==> config.mk <==
export PLATFORM = sky130hd
export DESIGN_NAME = instr_fetch_flat
export DESIGN_NICKNAME = d
export VERILOG_FILES = /design/src/rtl/mips_pkg.sv /design/src/rtl/instr_fetch_if.sv /design/src/rtl/instr_fetch_timer.sv /design/src/rtl/instr_fetch.sv /design/src/flat_wrapper.sv
export SDC_FILE = /design/constraint.sdc
export NUM_CORES = 1
export LEC_CHECK = 0
export CAP_MARGIN = 5
export CORE_MARGIN = 1
export CORE_UTILIZATION = 41
export DETAILED_ROUTE_END_ITERATION = 7
export PLACE_DENSITY = 0.8
export SYNTH_ARGS = -nofsm -noshare
export SYNTH_HDL_FRONTEND = slang
export SYNTH_SLANG_ARGS = --single-unit
export TNS_END_PERCENT = 1
==> constraint.sdc <==
create_clock -name clk -period 2.65 [get_ports clk]
set_input_delay 0.53 -clock clk [delete_from_list [all_inputs] [get_ports clk]]
set_output_delay 0.53 -clock clk [all_outputs]
set_load 0.005 [all_outputs]
==> src/rtl/mips_pkg.sv <==
// mips_pkg: shared widths, reset values and the fetch FSM state encoding
package mips_pkg;
  localparam int ADDR_W = 32;
  localparam int INSTR_W = 32;
  localparam logic [INSTR_W-1:0] IR_RESET = 32'h0;
  typedef enum logic [1:0] {
    FS_IDLE = 2'd0,
    FS_READ = 2'd1,
    FS_DONE = 2'd2,
    FS_ERR  = 2'd3
  } fetch_state_t;
endpackage

==> src/rtl/instr_fetch_if.sv <==
// instr_fetch_if: instruction memory read port (master = fetch unit, slave = memory)
//   mem_rd/mem_addr from master, mem_rdy/mem_dout from slave
interface instr_fetch_if;
  import mips_pkg::*;
  logic mem_rd;
  logic [ADDR_W-1:0] mem_addr;
  logic mem_rdy;
  logic [INSTR_W-1:0] mem_dout;
  modport master (output mem_rd, output mem_addr, input mem_rdy, input mem_dout);
  modport slave (input mem_rd, input mem_addr, output mem_rdy, output mem_dout);
endinterface

==> src/rtl/instr_fetch_timer.sv <==
// fetch_timer: saturating READ wait counter; clr_i zeroes it, en_i counts,
//   expired_o flags that TIMEOUT-1 wait cycles have elapsed
module fetch_timer #(
  parameter int TIMEOUT = 16
) (
  input  logic clk,
  input  logic reset,
  input  logic clr_i,
  input  logic en_i,
  output logic expired_o
);
  localparam int W = $clog2(TIMEOUT);
  logic [W-1:0] cnt_q, cnt_d;
  assign expired_o = cnt_q == W'(TIMEOUT - 1);
  always_comb cnt_d = clr_i ? '0 : (en_i && !expired_o) ? cnt_q + 1'b1 : cnt_q;
  always_ff @(posedge clk or posedge reset)
    if (reset) cnt_q <= '0;
    else cnt_q <= cnt_d;
endmodule

==> src/rtl/instr_fetch.sv <==
// instr_fetch: multicycle fetch sequencer PC -> instruction memory -> IR
//   in : clk, reset (async), PC_out, fetch_req, flush
//   out: IR_out, PC_inc, fetch_done, fetch_err, busy
//   mem: instr_fetch_if.master (mem_rd, mem_addr, mem_rdy, mem_dout)
import mips_pkg::*;
module instr_fetch #(
  parameter int TIMEOUT = 16
) (
  input  logic               clk,
  input  logic               reset,
  input  logic [ADDR_W-1:0]  PC_out,
  input  logic               fetch_req,
  input  logic               flush,
  output logic [INSTR_W-1:0] IR_out,
  output logic               PC_inc,
  output logic               fetch_done,
  output logic               fetch_err,
  output logic               busy,
  instr_fetch_if.master      mem
);
  fetch_state_t state_q, state_d;
  logic [ADDR_W-1:0] addr_q;
  logic [INSTR_W-1:0] ir_q;
  logic start, load, expired;
  assign start = state_q == FS_IDLE && fetch_req && !flush && PC_out[1:0] == 2'b00;
  assign load = state_q == FS_READ && mem.mem_rdy && !flush;
  // flush wins over everything, including a same-cycle mem_rdy or timeout
  always_comb
    state_d = flush ? FS_IDLE :
              state_q == FS_IDLE ? (!fetch_req ? FS_IDLE : PC_out[1:0] != 2'b00 ? FS_ERR : FS_READ) :
              state_q == FS_READ ? (mem.mem_rdy ? FS_DONE : expired ? FS_ERR : FS_READ) :
              FS_IDLE;
  fetch_timer #(.TIMEOUT(TIMEOUT)) u_timer (
    .clk       (clk),
    .reset     (reset),
    .clr_i     (start),
    .en_i      (state_q == FS_READ && !mem.mem_rdy),
    .expired_o (expired)
  );
  always_ff @(posedge clk or posedge reset)
    if (reset) begin
      state_q <= FS_IDLE;
      addr_q <= '0;
      ir_q <= IR_RESET;
    end else begin
      state_q <= state_d;
      if (start) addr_q <= PC_out;
      if (load) ir_q <= mem.mem_dout;
    end
  // all outputs decode registered state only
  assign mem.mem_rd = state_q == FS_READ;
  assign mem.mem_addr = addr_q;
  assign IR_out = ir_q;
  assign PC_inc = state_q == FS_DONE;
  assign fetch_done = state_q == FS_DONE;
  assign fetch_err = state_q == FS_ERR;
  assign busy = state_q != FS_IDLE;
endmodule
==> src/flat_wrapper.sv <==
// flat-port wrapper written by rule: the top's interface ports become plain ports
module instr_fetch_flat 
#(
  parameter int TIMEOUT = 16
)
  (clk, reset, PC_out, fetch_req, flush, IR_out, PC_inc, fetch_done, fetch_err, busy, mem_mem_rd, mem_mem_addr, mem_mem_rdy, mem_mem_dout);
  instr_fetch_if mem_i ();
  input  logic clk;
  input  logic reset;
  input  logic [ADDR_W-1:0] PC_out;
  input  logic fetch_req;
  input  logic flush;
  output logic [INSTR_W-1:0] IR_out;
  output logic PC_inc;
  output logic fetch_done;
  output logic fetch_err;
  output logic busy;
  output wire logic [$bits(mem_i.mem_rd)-1:0] mem_mem_rd;
  output wire logic [$bits(mem_i.mem_addr)-1:0] mem_mem_addr;
  input wire logic [$bits(mem_i.mem_rdy)-1:0] mem_mem_rdy;
  input wire logic [$bits(mem_i.mem_dout)-1:0] mem_mem_dout;
  assign mem_mem_rd = mem_i.mem_rd;
  assign mem_mem_addr = mem_i.mem_addr;
  assign mem_i.mem_rdy = mem_mem_rdy;
  assign mem_i.mem_dout = mem_mem_dout;
  instr_fetch #(.TIMEOUT(TIMEOUT)) u_core (.clk(clk), .reset(reset), .PC_out(PC_out), .fetch_req(fetch_req), .flush(flush), .IR_out(IR_out), .PC_inc(PC_inc), .fetch_done(fetch_done), .fetch_err(fetch_err), .busy(busy), .mem(mem_i));
endmodule
==> load_flow_metrics.sql <==
INSERT INTO impl_metrics (metric_group, metric, value, unit) VALUES
('setup_path', 'cp-start-kind', 'register', ''),
('setup_path', 'critical_path.reg2reg.startpoint', 'u_core.state_q[1]$_DFF_PP0_', ''),
('setup_path', 'regToRegEndpoint', 'u_core.mem.mem_addr[23]$_DFFE_PP0P_', ''),
('cells_and_area', 'drive_above_1_share', '0.281', ''),
('clocking', 'clkSlewWorstSetupHoldPaths', '70', 'ps'),
('global_routing', 'first_global_vias', '1953', ''),
('setup_path', 'worst_path_dominant_cell_family', 'buffers and inverters', ''),
('routing', 'drtIter0Drc', '30', ''),
('global_routing', 'global_route.overflow_total', '0', ''),
('synth', 'post-synth-top-area-cell', 'sky130_fd_sc_hd__dfrtp_1', ''),
('synth', 'post-synth-top-area-fraction', '0.611', ''),
('power', 'p_seq_frac', '0.455', ''),
('synth', 'postSynthNetCount', '243', ''),
('clocking', 'post_cts_resize_count', '0', ''),
('setup_path', 'path_depth', '3', ''),
('job', 'cap_violations', '0', ''),
('routing', 'route.detailed.wl_per_inst', '13.9', 'microns'),
('cells_and_area', 'layout.cell_area.non_filler', '4540', 'sq um'),
('clocking', 'cts_tree', 'yes', ''),
('setup_path', 'worstSetupPathType', 'register to primary output', ''),
('die', 'core.rowCount', '30', ''),
('status', 'outcome', 'completed', ''),
('cells_and_area', 'number_of_nets_at_the_end_of_the_flow', '390', ''),
('sta', 'finalSetupViolCount', '0', ''),
('setup_path', 'worstPathMaxFanout', '7', ''),
('power', 'internal-power', '2580', 'uW'),
('clocking', 'numCtsBuffers', '9', ''),
('synth', 'synth_compound_area_frac', '0.0214', ''),
('synth', 'ys_seq_elements', '70', ''),
('sta', 'shortest_clock_period_the_worst_path_allows_after_layout', '2230', 'ps'),
('setup_path', 'worst_path_max_delay_cell', 'sky130_fd_sc_hd__clkdlybuf4s50_1', ''),
('worst_hold_path', 'type_of_the_most_critical_hold_path', 'register to register', ''),
('power', 'power_frac_comb', '0.341', ''),
('die', 'io_pins', '138', ''),
('cells_and_area', 'finish.utilization', '0.668', ''),
('synth', 'synth_xor_xnor_area_share', '0', ''),
('setup_path', 'worst_setup_path_endpoint', 'mem_mem_rd', ''),
('sta', 'worst-slew-pin-transition', '361', 'ps'),
('global_routing', 'pin_count_of_the_biggest_net_entering_global_routing', '71', ''),
('setup_path', 'sort_of_element_at_the_end_of_the_critical_path', 'primary output', ''),
('clocking', 'post_cts.repair.setup_buffers', '0', ''),
('placed_design', 'dp.final_hpwl', '4170', 'microns'),
('cells_and_area', 'multi_input_area', '1040', 'sq um'),
('setup_path', 'timing.critical_path.buf_inv', '2', ''),
('power', 'leakage', '0.00195', 'uW'),
('die', 'floorplan.die.height', '85.7', 'microns'),
('global_routing', 'grt_pass1_wl', '9380', 'microns'),
('synth', 'synth_top_family_by_area', 'multiplexers', ''),
('clocking', 'numClockSinks', '70', ''),
('synth', 'synth.lib_cells_used.distinct', '26', ''),
('sta', 'hold_violations', '0', ''),
('die', 'dieWidth', '85.7', 'microns'),
('setup_path', 'worst_path_largest_cell_delay', '520', 'ps'),
('placed_design', 'place.gp.congestion', '0.713', ''),
('sta', 'rsz0062_at_grt', 'false', ''),
('clocking', 'ctsRootBufferMaster', 'sky130_fd_sc_hd__clkbuf_8', ''),
('cells_and_area', 'regArea', '1750', 'sq um'),
('synth', 'share_of_synthesized_cell_area_in_and_or_nand_and_nor_gates', '0.0480', ''),
('sta', 'totalNegativeSetupSlack', '0', 'ps'),
('die', 'fp.dieArea', '7340', 'sq um'),
('sta', 'timing.max_slew.rel_slack', '0.760', ''),
('power', 'pwr_density_cell', '752', 'nW/um^2'),
('cells_and_area', 'antennaDiodeCount', '0', ''),
('routing', 'vias_per_cell', '4.56', ''),
('synth', 'post_synth_instance_area', '2870', 'sq um'),
('die', 'initial_core_utilization', '0.422', ''),
('power', 'power_frac_clock', '0.204', ''),
('clocking', 'cts-htree-levels', '3', ''),
('synth', 'yosys_warnings', '0', ''),
('routing', 'detail_route.first_pass.iterations', '4', ''),
('synth', 'synthesis.instances', '173', '');
routing by layer:
| layer | up-vias | track usage | wire [microns] | share of wire |
|---|---|---|---|---|
| met2 | 87 | 0.275 | 2790 | 0.48 |
| met4 | 0 | 0.0636 | 69 | 0.012 |
| met1 | 919 | 0.203 | 2530 | 0.43 |
| li1 | 902 | - | - | - |
| met5 | - | 0 | 0 | 0 |
| met3 | 6 | 0.0520 | 446 | 0.076 |
final cells by class:
| type | instances | share of cell area |
|---|---|---|
| Clock buffer | 9 | 0.0273 |
| Multi-Input combinational cell | 94 | 0.229 |
| Clock inverter | 6 | 0.00661 |
| Inverter | 2 | 0.00165 |
| Tap cell | 96 | 0.0265 |
| Sequential cell | 70 | 0.386 |
| Timing Repair Buffer | 143 | 0.323 |
state kept, by name, summed over array words and instances, names as in the netlist:
name                  cells
u_core.mem.mem_addr      32
u_core.state_q            2
u_core.u_timer.cnt_q      4
u_core.IR_out            32
worst min path at each step:
stage | from | to | slack, ps | cells past startpoint
2_1_floorplan | u_core.u_timer.cnt_q[3]$_DFFE_PP0P_ | u_core.u_timer.cnt_q[3]$_DFFE_PP0P_ | 470 | 1
3_3_place_gp | u_core.mem.mem_addr[0]$_DFFE_PP0P_ | u_core.mem.mem_addr[0]$_DFFE_PP0P_ | 470 | 1
3_5_place_dp | u_core.mem.mem_addr[1]$_DFFE_PP0P_ | u_core.mem.mem_addr[1]$_DFFE_PP0P_ | 480 | 1
4_1_cts | u_core.IR_out[8]$_DFFE_PP0P_ | u_core.IR_out[8]$_DFFE_PP0P_ | 510 | 1
5_1_grt | u_core.IR_out[30]$_DFFE_PP0P_ | u_core.IR_out[30]$_DFFE_PP0P_ | 520 | 1
6_report | u_core.IR_out[10]$_DFFE_PP0P_ | u_core.IR_out[10]$_DFFE_PP0P_ | 510 | 1
worst reg2reg max path, stage by stage (launching register included):
cell and delay [ps]:
sky130_fd_sc_hd__dfrtp_1 430, sky130_fd_sc_hd__or4_4 490, sky130_fd_sc_hd__nor2_8 260, sky130_fd_sc_hd__buf_12 200
sky130_fd_sc_hd__mux2_4 300
stage by stage:
stage	hold WS, ps	setup WS [ps]	instances
after global routing	516	321	420
after CTS	510	398	420
final	505	421	420
after floorplan	466	352	173
after detailed placement	475	189	405
after global placement	473	237	405
power by group through the flow:
| stage | registers (uW) | logic, uW | clock network, uW |
|---|---|---|---|
| after floorplan | 1580 | 396 | 0 |
| after global placement | 1560 | 1160 | 0 |
| after detailed placement | 1560 | 1180 | 0 |
| after CTS | 1560 | 1180 | 724 |
| after global routing | 1590 | 1240 | 770 |
| final | 1550 | 1170 | 697 |
cells by family (layout without fill, tap and decap cells):
kind of cell / Yosys count / in the layout
AOI/OAI and AO/OA: 10 / 10
adders and majority gates: 1 / 1
buffers and inverters: 9 / 160
DFF: 70 / 70
muxes: 64 / 64
and+or+nand+nor: 19 / 19
placed cells by master, fill, tap and decap left out, drive strengths merged:
cell / count
clkdlybuf4s50: 137
or2b: 1
nor2: 2
nand2b: 2
o21ai: 4
a31o: 1
a21oi: 2
buf: 6
mux2: 62
nor3b: 1
clkinv: 6
clkbuf: 9
and2: 3
nand3: 3
dfrtp: 70
or4: 1
a31oi: 1
a211oi: 1
inv: 2
a2bb2oi: 1
nor3: 2
or2: 2
nor2b: 1
or3: 1
mux2i: 2
ha: 1
Power figures use the tool's default switching activity.
